[src/rtl/mul_share_ctrl_if.sv]
// Handshake bundle between the two clients, the shared multiplier core and mul_share_ctrl.
// The controller uses the slave view; the client/core side uses the master view.
interface mul_share_ctrl_if #(
   parameter int WIDTH = 8
);
   logic [1:0]         req_valid;
   logic [1:0]         req_ready;
   logic [2*WIDTH-1:0] req_a;
   logic [2*WIDTH-1:0] req_b;
   logic [1:0]         rsp_valid;
   logic [1:0]         rsp_ready;
   logic [2*WIDTH-1:0] rsp_o;
   logic               rsp_err;
   logic               mul_in_valid;
   logic               mul_in_ready;
   logic [WIDTH-1:0]   mul_a;
   logic [WIDTH-1:0]   mul_b;
   logic               mul_out_valid;
   logic [2*WIDTH-1:0] mul_o;
   logic               busy;
   logic               timeout_sticky;

   modport slave (
      input  req_valid, req_a, req_b, rsp_ready, mul_in_ready, mul_out_valid, mul_o,
      output req_ready, rsp_valid, rsp_o, rsp_err, mul_in_valid, mul_a, mul_b,
             busy, timeout_sticky
   );

   modport master (
      output req_valid, req_a, req_b, rsp_ready, mul_in_ready, mul_out_valid, mul_o,
      input  req_ready, rsp_valid, rsp_o, rsp_err, mul_in_valid, mul_a, mul_b,
             busy, timeout_sticky
   );
endinterface

[src/rtl/mul_share_ctrl.sv]
// Round-robin controller sharing one multiplier core between two clients, with a
// start handshake toward the core, a per-client response channel and a watchdog.
module mul_share_ctrl #(
   parameter int WIDTH   = 8,
   parameter int TIMEOUT = 2*WIDTH+4
) (
   input logic            clk,
   input logic            rst,
   mul_share_ctrl_if.slave bus
);
   localparam int CW = $clog2(TIMEOUT+1);

   typedef enum logic [1:0] {S_IDLE, S_ISSUE, S_WAIT, S_RESP} state_t;

   state_t             r_state;
   logic               r_prio;
   logic               r_gnt_id;
   logic [WIDTH-1:0]   r_a;
   logic [WIDTH-1:0]   r_b;
   logic [2*WIDTH-1:0] r_res;
   logic               r_err;
   logic [CW-1:0]      r_wd_cnt;
   logic               r_mul_in_valid;
   logic [1:0]         r_rsp_valid;
   logic               r_busy;
   logic               r_timeout_sticky;

   logic [WIDTH-1:0]   w_req_a [2];
   logic [WIDTH-1:0]   w_req_b [2];
   logic [1:0]         w_req_ready;
   logic               w_gnt;
   logic               w_offer;
   logic               w_accept;

   // Ties go to r_prio; a lone requester wins regardless of priority.
   assign w_gnt    = (bus.req_valid == 2'b11) ? r_prio : bus.req_valid[1];
   assign w_offer  = (r_state == S_IDLE) && !rst && (|bus.req_valid);
   assign w_accept = |w_req_ready;

   generate
      for (genvar gi = 0; gi < 2; gi++) begin : g_port
         assign w_req_a[gi]     = bus.req_a[gi*WIDTH +: WIDTH];
         assign w_req_b[gi]     = bus.req_b[gi*WIDTH +: WIDTH];
         assign w_req_ready[gi] = w_offer && (w_gnt == 1'(gi));
      end
   endgenerate

   always_ff @(posedge clk or posedge rst) begin
      if (rst) begin
         r_state          <= S_IDLE;
         r_prio           <= 1'b0;
         r_gnt_id         <= 1'b0;
         r_a              <= '0;
         r_b              <= '0;
         r_res            <= '0;
         r_err            <= 1'b0;
         r_wd_cnt         <= '0;
         r_mul_in_valid   <= 1'b0;
         r_rsp_valid      <= 2'b00;
         r_busy           <= 1'b0;
         r_timeout_sticky <= 1'b0;
      end else begin
         case (r_state)
            S_IDLE: begin
               if (w_accept) begin
                  r_a            <= w_req_a[w_gnt];
                  r_b            <= w_req_b[w_gnt];
                  r_gnt_id       <= w_gnt;
                  r_mul_in_valid <= 1'b1;
                  r_busy         <= 1'b1;
                  r_state        <= S_ISSUE;
               end
            end
            S_ISSUE: begin
               if (bus.mul_in_ready) begin
                  r_mul_in_valid <= 1'b0;
                  r_wd_cnt       <= '0;
                  r_state        <= S_WAIT;
               end
            end
            S_WAIT: begin
               r_wd_cnt <= r_wd_cnt + 1'b1;
               // A finish pulse landing on the last watchdog cycle still counts as success.
               if (bus.mul_out_valid) begin
                  r_res       <= bus.mul_o;
                  r_err       <= 1'b0;
                  r_rsp_valid <= r_gnt_id ? 2'b10 : 2'b01;
                  r_state     <= S_RESP;
               end else if (r_wd_cnt == CW'(TIMEOUT-1)) begin
                  r_res            <= '0;
                  r_err            <= 1'b1;
                  r_timeout_sticky <= 1'b1;
                  r_rsp_valid      <= r_gnt_id ? 2'b10 : 2'b01;
                  r_state          <= S_RESP;
               end
            end
            S_RESP: begin
               if (bus.rsp_ready[r_gnt_id]) begin
                  r_prio      <= ~r_gnt_id;
                  r_rsp_valid <= 2'b00;
                  r_busy      <= 1'b0;
                  r_state     <= S_IDLE;
               end
            end
            default: r_state <= S_IDLE;
         endcase
      end
   end

   assign bus.req_ready      = w_req_ready;
   assign bus.rsp_valid      = r_rsp_valid;
   assign bus.rsp_o          = r_res;
   assign bus.rsp_err        = r_err;
   assign bus.mul_in_valid   = r_mul_in_valid;
   assign bus.mul_a          = r_a;
   assign bus.mul_b          = r_b;
   assign bus.busy           = r_busy;
   assign bus.timeout_sticky = r_timeout_sticky;

endmodule

[src/flat_wrapper.sv]
// flat-port wrapper written by rule: the top's interface ports become plain ports
module mul_share_ctrl_flat 
#(
   parameter int WIDTH   = 8,
   parameter int TIMEOUT = 2*WIDTH+4
)
  (clk, rst, bus_req_valid, bus_req_a, bus_req_b, bus_rsp_ready, bus_mul_in_ready, bus_mul_out_valid, bus_mul_o, bus_req_ready, bus_rsp_valid, bus_rsp_o, bus_rsp_err, bus_mul_in_valid, bus_mul_a, bus_mul_b, bus_busy, bus_timeout_sticky);
  mul_share_ctrl_if #(.WIDTH(WIDTH)) bus_i ();
  input logic clk;
  input logic rst;
  input wire logic [$bits(bus_i.req_valid)-1:0] bus_req_valid;
  input wire logic [$bits(bus_i.req_a)-1:0] bus_req_a;
  input wire logic [$bits(bus_i.req_b)-1:0] bus_req_b;
  input wire logic [$bits(bus_i.rsp_ready)-1:0] bus_rsp_ready;
  input wire logic [$bits(bus_i.mul_in_ready)-1:0] bus_mul_in_ready;
  input wire logic [$bits(bus_i.mul_out_valid)-1:0] bus_mul_out_valid;
  input wire logic [$bits(bus_i.mul_o)-1:0] bus_mul_o;
  output wire logic [$bits(bus_i.req_ready)-1:0] bus_req_ready;
  output wire logic [$bits(bus_i.rsp_valid)-1:0] bus_rsp_valid;
  output wire logic [$bits(bus_i.rsp_o)-1:0] bus_rsp_o;
  output wire logic [$bits(bus_i.rsp_err)-1:0] bus_rsp_err;
  output wire logic [$bits(bus_i.mul_in_valid)-1:0] bus_mul_in_valid;
  output wire logic [$bits(bus_i.mul_a)-1:0] bus_mul_a;
  output wire logic [$bits(bus_i.mul_b)-1:0] bus_mul_b;
  output wire logic [$bits(bus_i.busy)-1:0] bus_busy;
  output wire logic [$bits(bus_i.timeout_sticky)-1:0] bus_timeout_sticky;
  assign bus_i.req_valid = bus_req_valid;
  assign bus_i.req_a = bus_req_a;
  assign bus_i.req_b = bus_req_b;
  assign bus_i.rsp_ready = bus_rsp_ready;
  assign bus_i.mul_in_ready = bus_mul_in_ready;
  assign bus_i.mul_out_valid = bus_mul_out_valid;
  assign bus_i.mul_o = bus_mul_o;
  assign bus_req_ready = bus_i.req_ready;
  assign bus_rsp_valid = bus_i.rsp_valid;
  assign bus_rsp_o = bus_i.rsp_o;
  assign bus_rsp_err = bus_i.rsp_err;
  assign bus_mul_in_valid = bus_i.mul_in_valid;
  assign bus_mul_a = bus_i.mul_a;
  assign bus_mul_b = bus_i.mul_b;
  assign bus_busy = bus_i.busy;
  assign bus_timeout_sticky = bus_i.timeout_sticky;
  mul_share_ctrl #(.WIDTH(WIDTH), .TIMEOUT(TIMEOUT)) u_core (.clk(clk), .rst(rst), .bus(bus_i));
endmodule
[config.mk]
export PLATFORM = sky130hd
export DESIGN_NAME = mul_share_ctrl_flat
export DESIGN_NICKNAME = d
export VERILOG_FILES = /design/src/rtl/mul_share_ctrl_if.sv /design/src/rtl/mul_share_ctrl.sv /design/src/flat_wrapper.sv
export SDC_FILE = /design/constraint.sdc
export NUM_CORES = 1
export LEC_CHECK = 0
export BUFFER_PORTS_ARGS = -buffer_cell sky130_fd_sc_hd__buf_2
export CORE_ASPECT_RATIO = 0.75
export CORE_MARGIN = 4
export CORE_UTILIZATION = 48
export CTS_BUF_LIST = sky130_fd_sc_hd__clkbuf_8
export DETAILED_ROUTE_END_ITERATION = 7
export MAX_ROUTING_LAYER = met4
export PLACE_DENSITY = 0.83
export SYNTH_ARGS = -nofsm -noshare
export SYNTH_HDL_FRONTEND = slang
export SYNTH_SLANG_ARGS = --single-unit
export TNS_END_PERCENT = 10
[constraint.sdc]
create_clock -name clk -period 2.44 [get_ports clk]
set_clock_uncertainty 0.2 [all_clocks]
set_input_delay 0.122 -clock clk [delete_from_list [all_inputs] [get_ports clk]]
set_output_delay 0.122 -clock clk [all_outputs]
set_load 0.05 [all_outputs]
[Word-level counts from Yosys, hierarchy flattened]
Index checks and enable logic that the tools add are counted.
Operators by class
  order comparisons: 2
  bitwise logic cells: 4
  equality and inequality tests: 9
  reduce and logical (&&, ||, !) cells: 22
  $add $sub $neg: 1
  multiplexer cells: 30
Operator list (number)
  $mux W8: 6
  $mux W16: 2
  $mux W2: 8
  $reduce_and A3 Y1: 4
  $pmux W5 S2: 1
  $reduce_bool A2 Y1: 5
  $mux W1: 8
  $pmux W2 S4: 1
  $reduce_and A2 Y1: 4
  $eq A2 B2 Y1 const B: 3
  $add A5 B1 Y5 const B: 1
  $eq A5 B5 Y1 const B: 1
  $mux W5: 1
  $logic_and A1 B1 Y1: 4
  $ne A2 B1 Y1 const B: 2
  $pmux W1 S2: 2
  $pmux W2 S2: 1
  $reduce_and A4 Y1: 1
  $reduce_or A2 Y1: 2
  $ne A3 B2 Y1 const B: 1
  $not A1 Y1: 3
  $eq A2 B1 Y1 const B: 1
  $ge A2 B2 Y1 const B: 1
  $logic_not A2 Y1: 1
  other kinds (4): 4
Word-level totals
  bits in registers: 47
  output and inout port bits: 40
  input bits: 56

[Longest topological paths before layout]
Gate-level depths: netlist (run 1).
  depth after elaboration: 7
  depth in mapped cells: 8
  gate-level depth less buffers: 6

[Least setup slack after synthesis (run 1)]
Ideal clock, no wire load.
  path type: register to register
  from: register u_core.r_state[0]
  to: register u_core.r_a[0] (netlist: u_core.bus.mul_a[0])
  cell stages (with the launch flop): 8
  data arrival time: 1.710 ns
  setup slack: 0.464 ns
  path buffers: 1
  data required time: 2.173 ns
  library setup time: 0.067 ns
  cells stage by stage: dfrtp_1 > inv_1 > ha_1 > nor2b_1 > nand2_1 > a21oi_2 > buf_2 > a221o_1
Between the ends
  longest elaborated chain between the ends: 6
RTL lines
  start: declaration: RTL line mul_share_ctrl.sv:15  | state_t r_state;
  start signal: assignment: RTL line mul_share_ctrl.sv:50  | r_state <= S_IDLE;
  start signal: assignment: RTL line mul_share_ctrl.sv:71  | r_state <= S_ISSUE;
  start signal: assignment: RTL line mul_share_ctrl.sv:78  | r_state <= S_WAIT;
  $logic_not A2 Y1: RTL line mul_share_ctrl.sv:37  | assign w_offer = (r_state == S_IDLE) && !rst && (|bus.req_valid);
  $logic_and A1 B1 Y1 (2 in series): RTL line mul_share_ctrl.sv:37
  $logic_and A1 B1 Y1: RTL line mul_share_ctrl.sv:44  | assign w_req_ready[gi] = w_offer && (w_gnt == 1'(gi));
  net bus_req_ready[1]: RTL line flat_wrapper.sv:18  | output wire logic [$bits(bus_i.req_ready)-1:0] bus_req_ready;
  $reduce_or A2 Y1: RTL line mul_share_ctrl.sv:38  | assign w_accept = |w_req_ready;
  $reduce_and A2 Y1 (no line)
  end signal: assignment: RTL line mul_share_ctrl.sv:66  | r_a <= w_req_a[w_gnt];
  end: declaration: RTL line mul_share_ctrl.sv:18  | logic [WIDTH-1:0] r_a;
The timed path passes the listed nets, and every way through them passes these cells.
A chain may end at the register's enable or synchronous reset.

[Worst setup path in the final report (run 1)]
  from: register u_core.r_state[0]
  to: output port bus_req_ready[0]
Between the ends
  longest elaborated chain between the ends: 4
RTL lines (RTL line)
  $logic_not A2 Y1: mul_share_ctrl.sv:37
  $logic_and A1 B1 Y1 (2 in series): mul_share_ctrl.sv:37
  $logic_and A1 B1 Y1: mul_share_ctrl.sv:44
  end: declaration: flat_wrapper.sv:18
Every way passes these cells.

==> results of run 1 <==
==> sequential cells by signal (all words and copies together) (netlist names) <==
register / count
u_core.bus.busy: 1
u_core.bus.mul_a: 8
u_core.bus.mul_b: 8
u_core.bus.mul_in_valid: 1
u_core.bus.rsp_err: 1
u_core.bus.rsp_o: 16
u_core.bus.rsp_valid: 2
u_core.bus.timeout_sticky: 1
u_core.r_gnt_id: 1
u_core.r_prio: 1
u_core.r_state: 2
u_core.r_wd_cnt: 5
==> critical path, delay by kind of cell, from the launching register on <==
| family | cells | cell delay (ns) |
|---|---|---|
| AND/OR/NAND/NOR | 2 | 0.29 |
| AO/OA/AOI/OAI | 1 | 0.23 |
| flip-flops | 1 | 0.44 |
| buffers and inverters | 2 | 0.43 |
| adder cells (fa/ha/maj) | 1 | 0.17 |
==> final cells by class <==
type | count | area share, %
multi-input cells | 112 | 26.4
clock inverters | 3 | 0.689
repair buffers | 153 | 31.9
flip-flops and latches | 47 | 36.0
clock buffers | 5 | 2.11
well taps | 55 | 2.11
inverters | 7 | 0.804
==> metrics by stage <==
step / total power [W] / cell area [um2]
2_1_floorplan: 0.00310 / 2100
5_1_grt: 0.00449 / 3270
3_5_place_dp: 0.00363 / 2650
6_report: 0.00426 / 3270
3_3_place_gp: 0.00359 / 2650
4_1_cts: 0.00418 / 3270
==> cell usage after synthesis <==
library cell   n
ha_1           5
a221o_1       16
nor4_4         1
o21bai_1       2
nand3_1        1
nand2b_1       1
nand2_1        8
and3_2         1
nor2b_1       18
nor3b_2        1
a21o_2         1
o21ai_2        1
buf_4          2
o21ai_0        8
or4_1          1
dfrtp_1       47
a32o_1         1
clkbuf_1       3
a21oi_2        2
buf_2          3
nand4_1        1
inv_1          7
a21oi_1        3
and2_1         1
a22o_1        17
mux2i_1        2
mux2_4         1
a22o_2         1
and2_4         1
nand3b_1       1
and2b_1        1
nor3_1         3
o2bb2ai_1      2
and4bb_4       1
nor2_1         7
o21a_1         2
==> logic make-up after synthesis <==
| kind of cell | count (synthesis) | synth area share, % |
|---|---|---|
| compound gates | 56 | 22.2 |
| simple gates | 48 | 14.1 |
| flops | 47 | 55.9 |
| buf+inv | 15 | 3.21 |
| fa+ha+maj | 5 | 2.97 |
| mux | 3 | 1.66 |
==> power breakdown <==
part	internal (W)	switching (W)
clock network	0.000208	0.000274
registers	0.00112	0.000241
logic	0.000782	0.00164
==> routing by layer <==
metal  track usage (%)  routed length, um  up-vias
met5                 -                  0        -
met4              8.30                110        0
met3              6.02                558       13
met2              42.6               3230      101
met1              34.0               2830      997
li1                  -                  -      947
==> how the worst max path moves through the flow <==
stage	startpoint	depth (start not counted)	end
global route	u_core.r_state[0]	6	bus_req_ready[0]
floorplan	u_core.r_state[0]	7	u_core.bus.mul_a[0]
finish	u_core.r_state[0]	6	bus_req_ready[0]
global placement	u_core.r_wd_cnt[0]	5	u_core.bus.rsp_valid[0]
CTS	u_core.r_state[0]	6	bus_req_ready[0]
detailed placement	u_core.r_state[0]	4	u_core.bus.rsp_o[11]
==> out/results.tsv, run 1 <==
stage	metric	value	unit
synthesis	netlist_instances	174	
floorplan	chip_height	65.3	um
place	detailedPlace.worstSlack	0.399	ns
synthesis	synth_area_leader_cell	dfrtp_1	
final_layout	total_area_of_multi_input_combinational_cells	861	um2
sta	slew_viol_final	0	
final_layout	ff_latch_area	1180	um2
final_layout	num-fill-cells	245	
sta	timing.final.setup_violations	0	
clock_tree	cts_tree	built	
detailed_routing	number_of_vias_per_cell	5.39	
detailed_routing	wire_per_inst	17.6	um
synthesis	synth.cell_area	2100	um2
clock_tree	cts_htree_levels	2	
job	maxCapViolations	0	
synthesis	netlist.area_leader.share	55.9	%
global_routing	global_route_wire_length_before_repair	11200	um
global_routing	grt_remaining_overflow	0	
clock_tree	clk_root_buffer_cell	clkbuf_8	
place	gp_routability_congestion	0.789	
final_layout	mostFrequentLayoutCells	buf_2 (95), dlygate4sd3_1 (53), dfrtp_1 (47)	
sta	rsz0062_at_grt	no	
sta	hold_ws	0.117	ns
synthesis	seq_area_frac_synth	55.9	%
min_path	timing.hold.worst_path_depth	5	
setup_path	rr_worst_depth	4	
clock_tree	path_clk_slew	0.09	ns
sta	hold_viol_final	0	
setup_path	critPathLaunchType	register	
setup_path	r2r_end	u_core.bus.rsp_o[10]	
synthesis	synth.area.top_cells	dfrtp_1 (56%), a221o_1 (7.6%), a22o_1 (7.1%)	
setup_path	cpPeakStageDelay	0.44	ns
detailed_routing	num_vias	2058	
clock_tree	cts_hold_buffers	53	
setup_path	timing.setup.critical_path_class	reg2out	
synthesis	synth.net_count	235	
sta	maxClockFrequency	462	MHz
place	dp_hpwl	3590	um
min_path	hold_path.class	in2reg	
clock_tree	clock-sinks	47	
floorplan	chipWidth	84.5	um
setup_path	critPathCaptureType	primary output	
setup_path	timing.critical_path.fanout_max	4	
final_layout	insertedDiodeCount	0	
min_path	holdCritStartpoint	bus_req_valid[0]	
detailed_routing	drt_first_iter_violations	109	
detailed_routing	drt_pre_antenna_iters	4	
power_and_ir_drop	p_leak	1.67	nW
floorplan	std_cell_rows	20	
detailed_routing	route.antenna.remaining_nets	0	
sta	setup_slack	0.274	ns
detailed_routing	drc	0	
final_layout	synthToLayoutAreaGrowth	55.2	%
synthesis	yosysWarnings	0	
setup_path	crit-reg2reg-launch	u_core.r_state[0]	
sta	post-route-min-period	2.17	ns
setup_path	reg2reg_slack	0.32	ns
synthesis	synthesis.area_per_instance	12.1	um2
sta	max_slew.worst_pin.slew	0.930	ns
floorplan	design.portCount	96	
setup_path	timing.critical_path.cells	inv_1 > ha_1 > nor2b_1 > nand2_1 > a21oi_2 > buf_2	
global_routing	largest_net_degree_at_the_start_of_global_routing	48	
power_and_ir_drop	ir_worst_vdd	0.00102	V
power_and_ir_drop	power_per_cell_area	1300	nW/um2
clock_tree	post_cts_setup_repair_bufs	0	
floorplan	starting_utilization_of_the_core_area	51.0	%
sta	timing.max_slew.rel_slack	37.9	%
place	portBuffers	95	
sta	setup_tns	0	ns
global_routing	number_of_antenna_violations_at_the_first_check_in_global_routing	0	
final_layout	net_count_of_the_finished_layout	387	
min_path	hold_path_end	u_core.bus.busy	
global_routing	track_usage	26.5	%
setup_path	critical_path_required	2.12	ns
clock_tree	clkLatencyLatePin	0.30	ns
setup_path	cp_slowest_cell	dfrtp_1	
sta	finalCritPeriodShare	88.8	%
clock_tree	post_cts_resized	0	
final_layout	share_of_layout_cells_above_drive_strength_1	36.7	%
detailed_routing	totalWireLength	6730	um
status	run_status	complete, no violations	
place	dp.cells	321	
setup_path	crit_arrival	1.84	ns
final_layout	layout_commonest_cell	buf_2	
synthesis	yosys_register_bits	47	
final_layout	finalCoreUtilization	79.1	%
global_routing	via_count_of_the_first_global_routing_pass	2237	
clock_tree	clockBufferDepth	2	
clock_tree	numCtsBuffers	5	
final_layout	layout.cells.non_filler	382	
floorplan	core-area	4130	um2
synthesis	post_synth_num_cell_types	36	
floorplan	die_area	5520	um2
(Power assumes the default switching activity.)
==> run 2: changes to the inputs <==
- BUFFER_PORTS_ARGS: -buffer_cell sky130_fd_sc_hd__buf_2 -> -buffer_cell sky130_fd_sc_hd__buf_4
==> out/results.tsv, run 2 (synthesis gave the netlist of run 1 again) <==
stage	metric	value	unit	change
final_layout	finalCoreUtilization	86.0	%	+6.8 points
power_and_ir_drop	sw_frac_of_total	49.9	%	-0.58 points
setup_path	crit_arrival	1.95	ns	+0.11 ns
clock_tree	cts_htree_levels	2		unchanged
power_and_ir_drop	p_leak	1.76	nW	+5.5%
clock_tree	cts_tree	built		
setup_path	timing.critical_path.cells	inv_1 > ha_1 > nor2b_2 > nand2_1 > a21oi_2 > buf_4 > buf_4		
sta	post-route-min-period	2.27	ns	+0.106 ns
setup_path	rr_worst_depth	7		+3
job	maxCapViolations	0		unchanged
power_and_ir_drop	p_switching	0.00231	W	+7.3%
final_layout	synthToLayoutAreaGrowth	68.7	%	
floorplan	chipWidth	84.5	um	unchanged
floorplan	die_area	5520	um2	unchanged
final_layout	largest_register_ffs	16		unchanged
setup_path	cp_slowest_cell	dfrtp_1		
detailed_routing	route.antenna.remaining_nets	0		unchanged
final_layout	layout_commonest_cell	buf_4		
place	portBuffers	95		unchanged
power_and_ir_drop	clockPowerShare	10.7	%	-0.6 points
setup_path	timing.critical_path.fanout_max	17		+13
sta	rsz0062_at_grt	no		
setup_path	critPathLaunchType	register		
sta	finalCritPeriodShare	93.1	%	+4.4 points
setup_path	critPathCapture	bus_req_ready[0]		
sta	timing.max_slew.rel_slack	51.6	%	+14 points
clock_tree	numCtsBuffers	5		unchanged
final_layout	mostFrequentLayoutCells	buf_4 (105), dlygate4sd3_1 (53), dfrtp_1 (47)		
floorplan	design.portCount	96		unchanged
detailed_routing	num_vias	2248		+9.2%
final_layout	insertedDiodeCount	0		unchanged
setup_path	reg2reg_slack	0.30	ns	-0.02 ns
detailed_routing	wire_per_inst	20.9	um	+19%
final_layout	ff_latch_area	1180	um2	unchanged
clock_tree	path_clk_slew	0.08	ns	about the same
status	run_status	complete, no violations		
global_routing	global_route_wire_length_before_repair	12300	um	+10%
min_path	holdCritStartpoint	bus_rsp_ready[0]		
setup_path	timing.setup.critical_path_class	reg2out		
setup_path	startpoint	u_core.r_state[0]		
global_routing	via_count_of_the_first_global_routing_pass	2359		+5.5%
power_and_ir_drop	power_frac_seq	30.5	%	-1.4 points
sta	timing.final.setup_violations	0		unchanged
detailed_routing	drt_pre_antenna_iters	4		unchanged
power_and_ir_drop	cellInternalPower	0.00231	W	+9.8%
clock_tree	clkLatencyLatePin	0.33	ns	+0.03 ns
place	dp_hpwl	4140	um	+15%
place	gp_routability_congestion	0.818		+3.6%
clock_tree	clockBufferDepth	2		unchanged
clock_tree	clock-sinks	47		unchanged
global_routing	track_usage	30.1	%	+3.6 points
detailed_routing	number_of_vias_per_cell	5.81		+7.8%
sta	slew_viol_final	0		unchanged
global_routing	grt_remaining_overflow	0		unchanged
setup_path	r2r_end	u_core.bus.mul_a[1]		
global_routing	number_of_antenna_violations_at_the_first_check_in_global_routing	0		unchanged
setup_path	critical_path.most_common_cell	buf_4		
final_layout	num-fill-cells	183		-25%
global_routing	largest_net_degree_at_the_start_of_global_routing	32		-33%
final_layout	share_of_layout_cells_above_drive_strength_1	37.7	%	+0.95 points
floorplan	starting_utilization_of_the_core_area	51.0	%	unchanged
setup_path	critical_path_required	2.12	ns	about the same
sta	setup_tns	0	ns	unchanged
setup_path	crit-reg2reg-launch	u_core.r_state[0]		
power_and_ir_drop	post_layout_power	0.00462	W	+8.5%
final_layout	total_area_of_multi_input_combinational_cells	871	um2	+1.2%
detailed_routing	drc	0		unchanged
sta	maxClockFrequency	440	MHz	-4.7%
floorplan	chip_height	65.3	um	unchanged
power_and_ir_drop	power_per_cell_area	1300	nW/um2	-0.13%
power_and_ir_drop	combinationalPowerShare	58.9	%	+2.1 points
floorplan	std_cell_rows	20		unchanged
power_and_ir_drop	ir_worst_vdd	0.000975	V	-4.1%
sta	max_slew.worst_pin.slew	0.725	ns	-0.205 ns
setup_path	cpPeakStageDelay	0.44	ns	about the same
sta	hold_viol_final	0		unchanged
floorplan	core-area	4130	um2	unchanged
detailed_routing	totalWireLength	8100	um	+20%
min_path	hold_path.class	in2reg		
final_layout	net_count_of_the_finished_layout	392		+1.3%
clock_tree	clk_root_buffer_cell	clkbuf_8		
setup_path	critPathCaptureType	primary output		
detailed_routing	drt_first_iter_violations	195		+79%
==> run 2: how the worst min path moves through the flow <==
stage | endpoint | slack [ns] | depth (start not counted)
global route | u_core.bus.busy | 0.07 | 4
finish | u_core.bus.busy | 0.08 | 4
CTS | u_core.r_gnt_id | 0.03 | 3
global placement | u_core.bus.mul_b[2] | 0.07 | 2
floorplan | u_core.bus.timeout_sticky | 0.02 | 1
detailed placement | u_core.bus.busy | 0.08 | 2
==> run 2: critical path, delay by kind of cell (launching register included) <==
family,cells,cell delay (ns)
fa+ha+maj,1,0.20
compound gates,1,0.09
simple gates,2,0.31
buf+inv,3,0.60
flops,1,0.44
==> run 2: power groups by stage <==
stage                     registers, W  clock network, W  logic [W]
after global routing           0.00143          0.000535    0.00283
after detailed placement       0.00134                 0    0.00253
after floorplan                0.00227                 0   0.000826
after CTS                      0.00135          0.000488    0.00259
final                          0.00141          0.000492    0.00272
after global placement         0.00135                 0    0.00246
==> run 2: through the flow <==
step	setup slack [ns]	cell area, um2	cells	hold slack [ns]
2_1_floorplan	0.464	2100	174	0.0181
3_3_place_gp	0.447	2900	323	0.0664
3_5_place_dp	0.380	2900	323	0.0827
4_1_cts	0.127	3520	384	0.0316
5_1_grt	0.0712	3550	387	0.0687
6_report	0.168	3550	387	0.0768
==> run 2: cell type report <==
cell class | instances | area share [%]
sequential | 47 | 33.1
timing repair buffer | 158 | 37.2
clock buffer | 5 | 1.94
inverter | 7 | 0.740
multi-input combinational | 112 | 24.5
tap | 55 | 1.94
clock inverter | 3 | 0.564
==> run 2: layer usage <==
layer	up-vias	part of all wire [%]	global-route usage [%]	wire [um]
li1	954	-	-	-
met1	1108	38	35.2	3050
met2	157	50	50.8	4030
met3	29	9.3	8.77	751
met4	0	3.3	9.88	265
met5	-	0	-	0
==> run 2: repair_timing <==
item | CTS | global route
gates resized for setup | 0 | 2
hold buffers | 53 | 0
buffers inserted | 0 | 3
setup endpoints to repair | 0 | 2
hold endpoints to repair | 64 | 0
